### src/rtl/usbf_wb_pkg.sv
// Shared definitions for the USB function Wishbone register slave:
// FSM encoding, register-bank geometry and address-decode boundaries.
package usbf_wb_pkg;

  typedef enum logic [1:0] {
    IDLE = 2'd0,
    WAIT = 2'd1,
    RESP = 2'd2
  } wb_state_e;

  localparam int REG_NUM = 8;
  localparam logic [2:0] STATUS_IDX = 3'd7;

  // Register index lives in adr[4:2]; any set bit at or above MAP_LSB is unmapped.
  localparam int IDX_LSB = 2;
  localparam int IDX_W   = 3;
  localparam int MAP_LSB = 5;

endpackage

### src/rtl/usbf_wb_slave.sv
// Wishbone slave with seven read/write config registers, one read-only status
// word, programmable wait states and error termination for unmapped addresses.
module usbf_wb_slave
  import usbf_wb_pkg::*;
#(
  parameter int dwidth   = 32,
  parameter int awidth   = 18,
  parameter int WAIT_CYC = 1
) (
  input  logic                  clk_i,
  input  logic                  rst_i,
  input  logic [awidth-1:0]     adr_i,
  input  logic [dwidth-1:0]     dat_i,
  output logic [dwidth-1:0]     dat_o,
  input  logic                  cyc_i,
  input  logic                  stb_i,
  input  logic                  we_i,
  output logic                  ack_o,
  output logic                  err_o,
  input  logic [dwidth-1:0]     status_i,
  output logic [7*dwidth-1:0]   cfg_o,
  output logic [6:0]            wr_pulse_o
);

  localparam logic [3:0] WAIT_INIT = 4'(WAIT_CYC);

  wb_state_e         state;
  logic [3:0]        cnt;
  logic [awidth-1:0] adr_q;
  logic [dwidth-1:0] dat_q;
  logic              we_q;

  logic              req;
  logic              enter_resp;
  logic [awidth-1:0] eff_adr;
  logic [dwidth-1:0] eff_dat;
  logic              eff_we;
  logic [IDX_W-1:0]  eff_idx;
  logic              eff_map;

  assign req = cyc_i & stb_i;

  // With zero wait states the response is decided on the sampling edge itself,
  // so the live bus is used; otherwise the values latched in IDLE are used.
  always_comb begin
    eff_adr    = adr_q;
    eff_dat    = dat_q;
    eff_we     = we_q;
    enter_resp = 1'b0;
    if (state == IDLE) begin
      eff_adr    = adr_i;
      eff_dat    = dat_i;
      eff_we     = we_i;
      enter_resp = req && (WAIT_CYC == 0);
    end else if (state == WAIT) begin
      enter_resp = req && (cnt == 4'd1);
    end
    eff_idx = eff_adr[IDX_LSB +: IDX_W];
    eff_map = (eff_adr[awidth-1:MAP_LSB] == '0);
  end

  always_ff @(posedge clk_i or negedge rst_i) begin
    if (!rst_i) begin
      state      <= IDLE;
      cnt        <= '0;
      adr_q      <= '0;
      dat_q      <= '0;
      we_q       <= 1'b0;
      ack_o      <= 1'b0;
      err_o      <= 1'b0;
      dat_o      <= '0;
      wr_pulse_o <= '0;
      cfg_o      <= '0;
    end else begin
      ack_o      <= 1'b0;
      err_o      <= 1'b0;
      dat_o      <= '0;
      wr_pulse_o <= '0;

      case (state)
        IDLE: begin
          if (req) begin
            cnt   <= WAIT_INIT;
            adr_q <= adr_i;
            dat_q <= dat_i;
            we_q  <= we_i;
            state <= (WAIT_CYC == 0) ? RESP : WAIT;
          end
        end
        WAIT: begin
          if (!req) begin
            state <= IDLE;
            cnt   <= '0;
          end else if (cnt == 4'd1) begin
            state <= RESP;
            cnt   <= '0;
          end else begin
            cnt <= cnt - 4'd1;
          end
        end
        RESP:    state <= IDLE;
        default: state <= IDLE;
      endcase

      // Termination, register write and read data all land on the edge into RESP.
      if (enter_resp) begin
        if (!eff_map) begin
          err_o <= 1'b1;
        end else begin
          ack_o <= 1'b1;
          if (eff_we) begin
            if (eff_idx != STATUS_IDX) begin
              cfg_o[eff_idx*dwidth +: dwidth] <= eff_dat;
              wr_pulse_o[eff_idx]             <= 1'b1;
            end
          end else if (eff_idx == STATUS_IDX) begin
            dat_o <= status_i;
          end else begin
            dat_o <= cfg_o[eff_idx*dwidth +: dwidth];
          end
        end
      end
    end
  end

endmodule

### config.mk
export PLATFORM = sky130hd
export DESIGN_NAME = usbf_wb_slave
export DESIGN_NICKNAME = d
export VERILOG_FILES = /design/src/rtl/usbf_wb_pkg.sv /design/src/rtl/usbf_wb_slave.sv
export SDC_FILE = /design/constraint.sdc
export NUM_CORES = 1
export LEC_CHECK = 0
export BUFFER_PORTS_ARGS = -buffer_cell sky130_fd_sc_hd__buf_2
export CORE_MARGIN = 4
export CORE_UTILIZATION = 37
export CTS_BUF_LIST = sky130_fd_sc_hd__clkbuf_16
export CTS_CLUSTER_SIZE = 12
export DETAILED_ROUTE_END_ITERATION = 10
export PLACE_DENSITY = 0.61
export SLEW_MARGIN = 0
export SYNTH_ARGS = -nofsm -noshare
export SYNTH_HDL_FRONTEND = slang
export SYNTH_SLANG_ARGS = --single-unit
export TNS_END_PERCENT = 20
### constraint.sdc
create_clock -name clk_i -period 9.9 [get_ports clk_i]
set_input_delay 1.98 -clock clk_i [delete_from_list [all_inputs] [get_ports clk_i]]
set_output_delay 1.98 -clock clk_i [all_outputs]
set_load 0.01 [all_outputs]
==> run_results.csv, run 1 <==
group,metric,value,unit
status,status,"finished clean",
power_and_ir_drop,p_int,2.18,mW
yosys,yosys.area.top_type,"dfrtp_1",
clock_tree,htreeDepth,2,
yosys,synth_area_leaders,"dfrtp_1 55%, nand2_1 7.5%, mux2i_1 5.6%",
min_path,hp-class,"reg -> reg",
die,rows,72,
drt,avgRoutedWirePerCell,24.6,um
critical_path,required,10320,ps
finish,layout_common_cells,"348 x buf_2, 320 x dfrtp_1, 295 x nand2_1, 145 x nor2_1, 81 x mux2i_1",
global_routing,grt_pass1_vias,12800,
yosys,synthXorXnorAreaFrac,0,
die,coreArea,38900,um2
yosys,yosysWarnings,0,
finish,multiInputGateArea,6130,um2
drt,first_iter_violations,893,
timing,timing.fmax,0.181,GHz
place,dp.final_hpwl,35.9,mm
die,die_y,207,um
drt,vias_per_cell,5.48,
power_and_ir_drop,power_switching,0.928,mW
clock_tree,cts_sinks,320,
critical_path,crit_chain,"buf_2 -> mux2i_2 -> buf_4 -> inv_1 -> nor2_1 -> ha_1 -> nand2_1 -> a2111o_1 -> nor2_1 -> nand4_1 -> buf_4 -> nand2_1 -> o31ai_1",
critical_path,crit_fanout,64,
critical_path,crit_path_start_kind,"input pin",
power_and_ir_drop,p_leak,9.25,nW
drt,wirelength,56.4,mm
global_routing,antenna_found_initial,4,
die,io_pins,352,
finish,layout_commonest_cell,"buf_2",
yosys,synth_simple_gate_area_frac,0.143,
global_routing,grt_max_degree,160,
die,initial_core_util,0.377,
clock_tree,clock_latency,550,ps
yosys,synth_top_family_by_area,"multiplexers",
global_routing,grt_pass1_wl,83.8,mm
yosys,synth_edf_count,0,
timing,final_max_slew_viol_count,0,
clock_tree,cts_root_buf,"clkbuf_16",
power_and_ir_drop,p_comb_frac,0.160,
yosys,ys_async_sr_fraction,1.00,
timing,setup_ws,4370,ps
die,die_w,207,um
clock_tree,clockBufferDepth,3,
critical_path,arrival,5950,ps
finish,regArea,8010,um2
global_routing,grtUsageTotal,0.255,
finish,final_nets,1842,
place,gp_congestion,0.826,
place,dp_slack,3900,ps
drt,drc,0,
finish,drive_above_1_share,0.292,
clock_tree,post_cts_buffers,0,
yosys,ys_seq_area_frac,0.546,
drt,num_vias,12600,
critical_path,cpPeakStageDelay,860,ps
clock_tree,cts_hold_buf,0,
critical_path,end_kind,"flop",
power_and_ir_drop,seq_power_share,0.441,
timing,setup_viol,0,
timing,fin_crit,5530,ps
clock_tree,tritoncts,"built",
finish,fillCellCount,3705,
power_and_ir_drop,power_frac_clock,0.399,
yosys,synthFlopType,"dfrtp_1",
yosys,avgSynthCellArea,10.2,um2
finish,finish.utilization,0.462,
power_and_ir_drop,p_sw_frac,0.298,
yosys,synthesis.nets,1531,
place,port_buffers,349,
yosys,synth_mux_area_frac,0.146,
yosys,yosysUniqueCellTypes,55,
yosys,syn-cell-area,14700,um2
timing,fin_tns_setup,0,ps
timing,tightestPinTransition,1190,ps
drt,drt_first_pass_iters,6,
critical_path,crit_type,"in -> reg",
yosys,synthCells,1439,
power_and_ir_drop,power_density,173,nW/um2
timing,hold_viol,0,
clock_tree,cts_buffers,36,
clock_tree,ctsResizeCount,0,
job,drv_cap,0,
yosys,synthAdderAreaFrac,0.00426,
finish,syn_to_final_growth,22.5,%
yosys,synth-compound-area-share,0.117,
drt,postRouteAntennaNets,0,
die,die_area,42900,um2
timing,fin_crit_sh,0.559,
timing,rsz0062_at_grt,"no",
global_routing,overflow,0,
yosys,synth_seq_cells,320,
timing,skew,22.4,ps
power_and_ir_drop,irDropWorstVdd,0.107,mV
timing,slew-limit-headroom,0.207,
clock_tree,clk_pin_slew_worst_paths,60,ps
yosys,synth_top_area_share,0.546,
critical_path,slowest_stage,"a2111o_1",
[metrics by stage]
step	cell area (um2)	std cells	hold slack, ps	power, mW
after floorplan	14700	1439	437	1.68
after global placement	16900	2230	455	1.88
after detailed placement	16900	2230	456	1.89
after CTS	18000	2289	470	3.14
after global routing	18000	2289	476	3.23
final	18000	2291	463	3.11
[layer usage]
layer  track usage  up-vias  wire [um]
met5             0        -         13
met4        0.0759        2       1770
met3        0.0601      118       4330
met2         0.424      576      27100
met1         0.335     6266      23200
li1              -     5599          -
[path summary, 6_finish.rpt]
kind	from	endpoint	slack, ps	depth (start not counted)
setup / recovery	adr_i[3]	cfg_o[142]$_DFFE_PN0P_	4370	13
hold / removal	adr_q[13]$_DFFE_PN0P_	adr_q[13]$_DFFE_PN0P_	460	2
setup reg to reg	state[1]$_DFFE_PN0P_	cfg_o[142]$_DFFE_PN0P_	4850	11
hold reg to reg	adr_q[13]$_DFFE_PN0P_	adr_q[13]$_DFFE_PN0P_	460	2
max in group asynchronous	rst_i	cfg_o[44]$_DFFE_PN0P_	6940	2
min in group asynchronous	rst_i	adr_q[10]$_DFFE_PN0P_	1430	1
[kinds of logic (layout without fill, tap and decap cells)]
logic type                 count (synthesis)  after routing
DFF                                      320            320
buffers and inverters                    154            486
and+or+nand+nor                          504            504
other                                      0              2
adders and majority gates                  5              5
AOI/OAI and AO/OA                        257            257
muxes                                    199            199
[cell usage after synthesis (all sizes together), types with 2 or more instances]
library cell	n
dfrtp	320
nand2	295
nor2	148
mux2	116
mux2i	83
o21ai	60
clkbuf	56
inv	56
a21oi	55
buf	42
o22ai	33
o31ai	32
o22a	26
nor3	16
o2111ai	16
nor4	9
or4	9
a32oi	8
o221a	7
ha	5
nand2b	5
nand3	5
or3	5
o211ai	4
o221ai	3
or2	3
a211oi	2
a32o	2
nand4	2
nor3b	2
o32ai	2
[flip-flops by register name, indices dropped and copies added, names as in the netlist]
register,flops
ack_o,1
adr_q,16
cfg_o,224
cnt,4
dat_o,32
dat_q,32
err_o,1
state,2
we_q,1
wr_pulse_o,7
[power by group through the flow]
stage / logic (mW) / clock network, mW / registers [mW]
final: 0.499 / 1.24 / 1.37
after floorplan: 0.287 / 0 / 1.39
after CTS: 0.497 / 1.27 / 1.37
after global placement: 0.489 / 0 / 1.39
after detailed placement: 0.496 / 0 / 1.40
after global routing: 0.540 / 1.32 / 1.38
[final cells by class]
type	instances	share of cell area
Sequential cell	320	0.445
Timing Repair Buffer	371	0.108
Inverter	56	0.0117
Clock buffer	37	0.0515
Clock inverter	22	0.00661
Multi-Input combinational cell	965	0.341
Tap cell	518	0.0360
Antenna cell	2	0.000278
[worst max-delay path, delay by kind of cell]
kind	cells	cell delay (ps)
AOI/OAI and AO/OA	2	980
adders and majority gates	1	470
buffers and inverters	4	1660
and+or+nand+nor	5	690
muxes	1	80
(Power assumes the default switching activity.)
==> run 2, diff against run 1 <==
==> constraint.sdc (replaced) <==
create_clock -name clk_i -period 5.4 [get_ports clk_i]
set_input_delay 1.08 -clock clk_i [delete_from_list [all_inputs] [get_ports clk_i]]
set_output_delay 1.08 -clock clk_i [all_outputs]
set_load 0.01 [all_outputs]
==> run 2 against run 1 <==
Utilization increased by 0.35 points. Cell area increased by 0.75%. Total power increased by 84%. Clock skew increased by 0.97 ps. Die area unchanged. Worst hold slack got worse by 140 ps. Via count increased by 0.48%. Critical endpoint is now cfg_o[136]$_DFFE_PN0P_.
==> run_results.csv, run 2 (same netlist as run 1, synthesis figures left out) <==
group,metric,value,unit
timing,final_max_slew_viol_count,0,
critical_path,ff2ff_path_depth,14,
power_and_ir_drop,irDropWorstVdd,0.224,mV
finish,final_nets,1852,
finish,syn_to_final_growth,23.4,%
clock_tree,clock_latency,550,ps
timing,setup_viol,0,
drt,wirelength,56.5,mm
timing,timing.fmax,0.231,GHz
timing,hold_viol,0,
power_and_ir_drop,power_density,317,nW/um2
critical_path,crit_type,"reg -> reg",
job,drv_cap,0,
die,die_area,42900,um2
critical_path,r2r_slack,1080,ps
finish,finish.utilization,0.466,
finish,regMostFlops,"cfg_o",
timing,fin_crit,4320,ps
clock_tree,cts_sinks,320,
critical_path,cpPeakStageDelay,760,ps
timing,fin_crit_sh,0.801,
drt,num_vias,12600,
timing,fin_tns_setup,0,ps
timing,tightestPinTransition,1120,ps
global_routing,grt_pass1_vias,12700,
min_path,hp-class,"in -> async",
critical_path,slowest_stage,"a2111o_1",
clock_tree,post_cts_buffers,0,
clock_tree,htreeDepth,2,
critical_path,arrival,4760,ps
critical_path,required,5830,ps
die,die_w,207,um
finish,layout_common_cells,"348 x buf_2, 320 x dfrtp_1, 295 x nand2_1, 145 x nor2_1, 81 x mux2i_1",
place,gp_congestion,0.818,
critical_path,crit_chain,"nor2_4 -> mux2i_2 -> buf_4 -> inv_1 -> buf_4 -> nor2_1 -> ha_1 -> nand2_1 -> a2111o_1 -> nor2_1 -> nand4_1 -> buf_4 -> nand2_1 -> o31ai_1",
critical_path,end_kind,"flop",
critical_path,path_common_cell,"buf_4",
drt,first_iter_violations,825,
drt,drt_first_pass_iters,5,
place,dp.final_hpwl,36.3,mm
critical_path,crit_path_start_kind,"flop",
clock_tree,cts_hold_buf,0,
finish,drive_above_1_share,0.297,
status,status,"finished clean",
die,coreArea,38900,um2
timing,rsz0062_at_grt,"no",
drt,avgRoutedWirePerCell,24.5,um
die,die_y,207,um
finish,largestRegisters,"cfg_o: 224 flops, dat_o: 32 flops, dat_q: 32 flops",
critical_path,crit_fanout,64,
critical_path,reg2reg_to,"cfg_o[136]$_DFFE_PN0P_",
power_and_ir_drop,p_leak,9.34,nW
finish,largest_reg_flops,224,
global_routing,grt_pass1_wl,84.2,mm
clock_tree,clk_pin_slew_worst_paths,60,ps
clock_tree,ctsResizeCount,0,
drt,drc,0,
clock_tree,cts_root_buf,"clkbuf_16",
critical_path,crit-reg2reg-launch,"state[1]$_DFFE_PN0P_",
timing,slew-limit-headroom,0.250,
global_routing,grt_max_degree,167,
clock_tree,tritoncts,"built",
clock_tree,cts_buffers,38,
finish,layout_commonest_cell,"buf_2",
drt,postRouteAntennaNets,0,
global_routing,grtUsageTotal,0.256,
die,rows,72,
die,io_pins,352,
die,initial_core_util,0.377,
global_routing,overflow,0,
place,port_buffers,349,
global_routing,antenna_found_initial,4,
drt,vias_per_cell,5.47,
timing,skew,23.4,ps
clock_tree,clockBufferDepth,3,
-- run 2: cell types whose count changed in the layout (fill, tap and decap cells not counted) --
cell / change
clkbuf_16: +2
clkinv_1: -4
diode_2: +3
bufinv_16: -1
buf_4: +6
clkinvlp_4: +2
clkinv_4: -1
inv_1: +6
inv_6: +1
buf_12: +2
-- run 2: worst max-delay path: cells and delay by family (launching register included) --
family / cells / cell delay [ps]
adders and majority gates: 1 / 360
AOI/OAI and AO/OA: 2 / 860
muxes: 1 / 250
buffers and inverters: 4 / 1170
and+or+nand+nor: 6 / 1000
DFF: 1 / 530
-- run 2: final cells by class --
class,instances,area [um2]
multi-input combinational,965,6130
sequential,320,8010
inverter,56,210
fill,3752,20800
timing repair buffer,379,2020
clock buffer,39,976
antenna,5,12.5
tap,518,648
clock inverter,25,111
-- run 2: worst max-delay path by stage --
stage	slack, ps	from	to
after global placement	860	adr_i[3]	cfg_o[154]$_DFFE_PN0P_
after floorplan	1070	adr_i[2]	cfg_o[136]$_DFFE_PN0P_
after global routing	800	state[1]$_DFFE_PN0P_	cfg_o[135]$_DFFE_PN0P_
after detailed placement	780	adr_i[3]	cfg_o[146]$_DFFE_PN0P_
after CTS	1060	state[0]$_DFFE_PN0P_	cfg_o[136]$_DFFE_PN0P_
final	1080	state[1]$_DFFE_PN0P_	cfg_o[136]$_DFFE_PN0P_
-- run 2: metal layers --
metal / track usage / wire, um
met1: 0.347 / 24300
met2: 0.415 / 27200
met3: 0.0540 / 3850
met4: 0.0782 / 1220
met5: 0 / 0
-- run 2: where the power goes --
part | switching [mW] | internal (mW)
clock | 1.01 | 1.30
sequential | 0.0474 | 2.47
combinational | 0.653 | 0.260
total | 1.71 | 4.03
-- run 2: per-stage QoR --
step	hold WS, ps	total power, mW	area [um2]	cells	setup slack, ps
after floorplan	437	3.07	14700	1439	1070
after global placement	455	3.46	17000	2238	864
after detailed placement	462	3.47	17000	2238	781
after CTS	294	5.78	18100	2302	1060
after global routing	295	5.97	18100	2306	800
final	321	5.74	18100	2307	1080
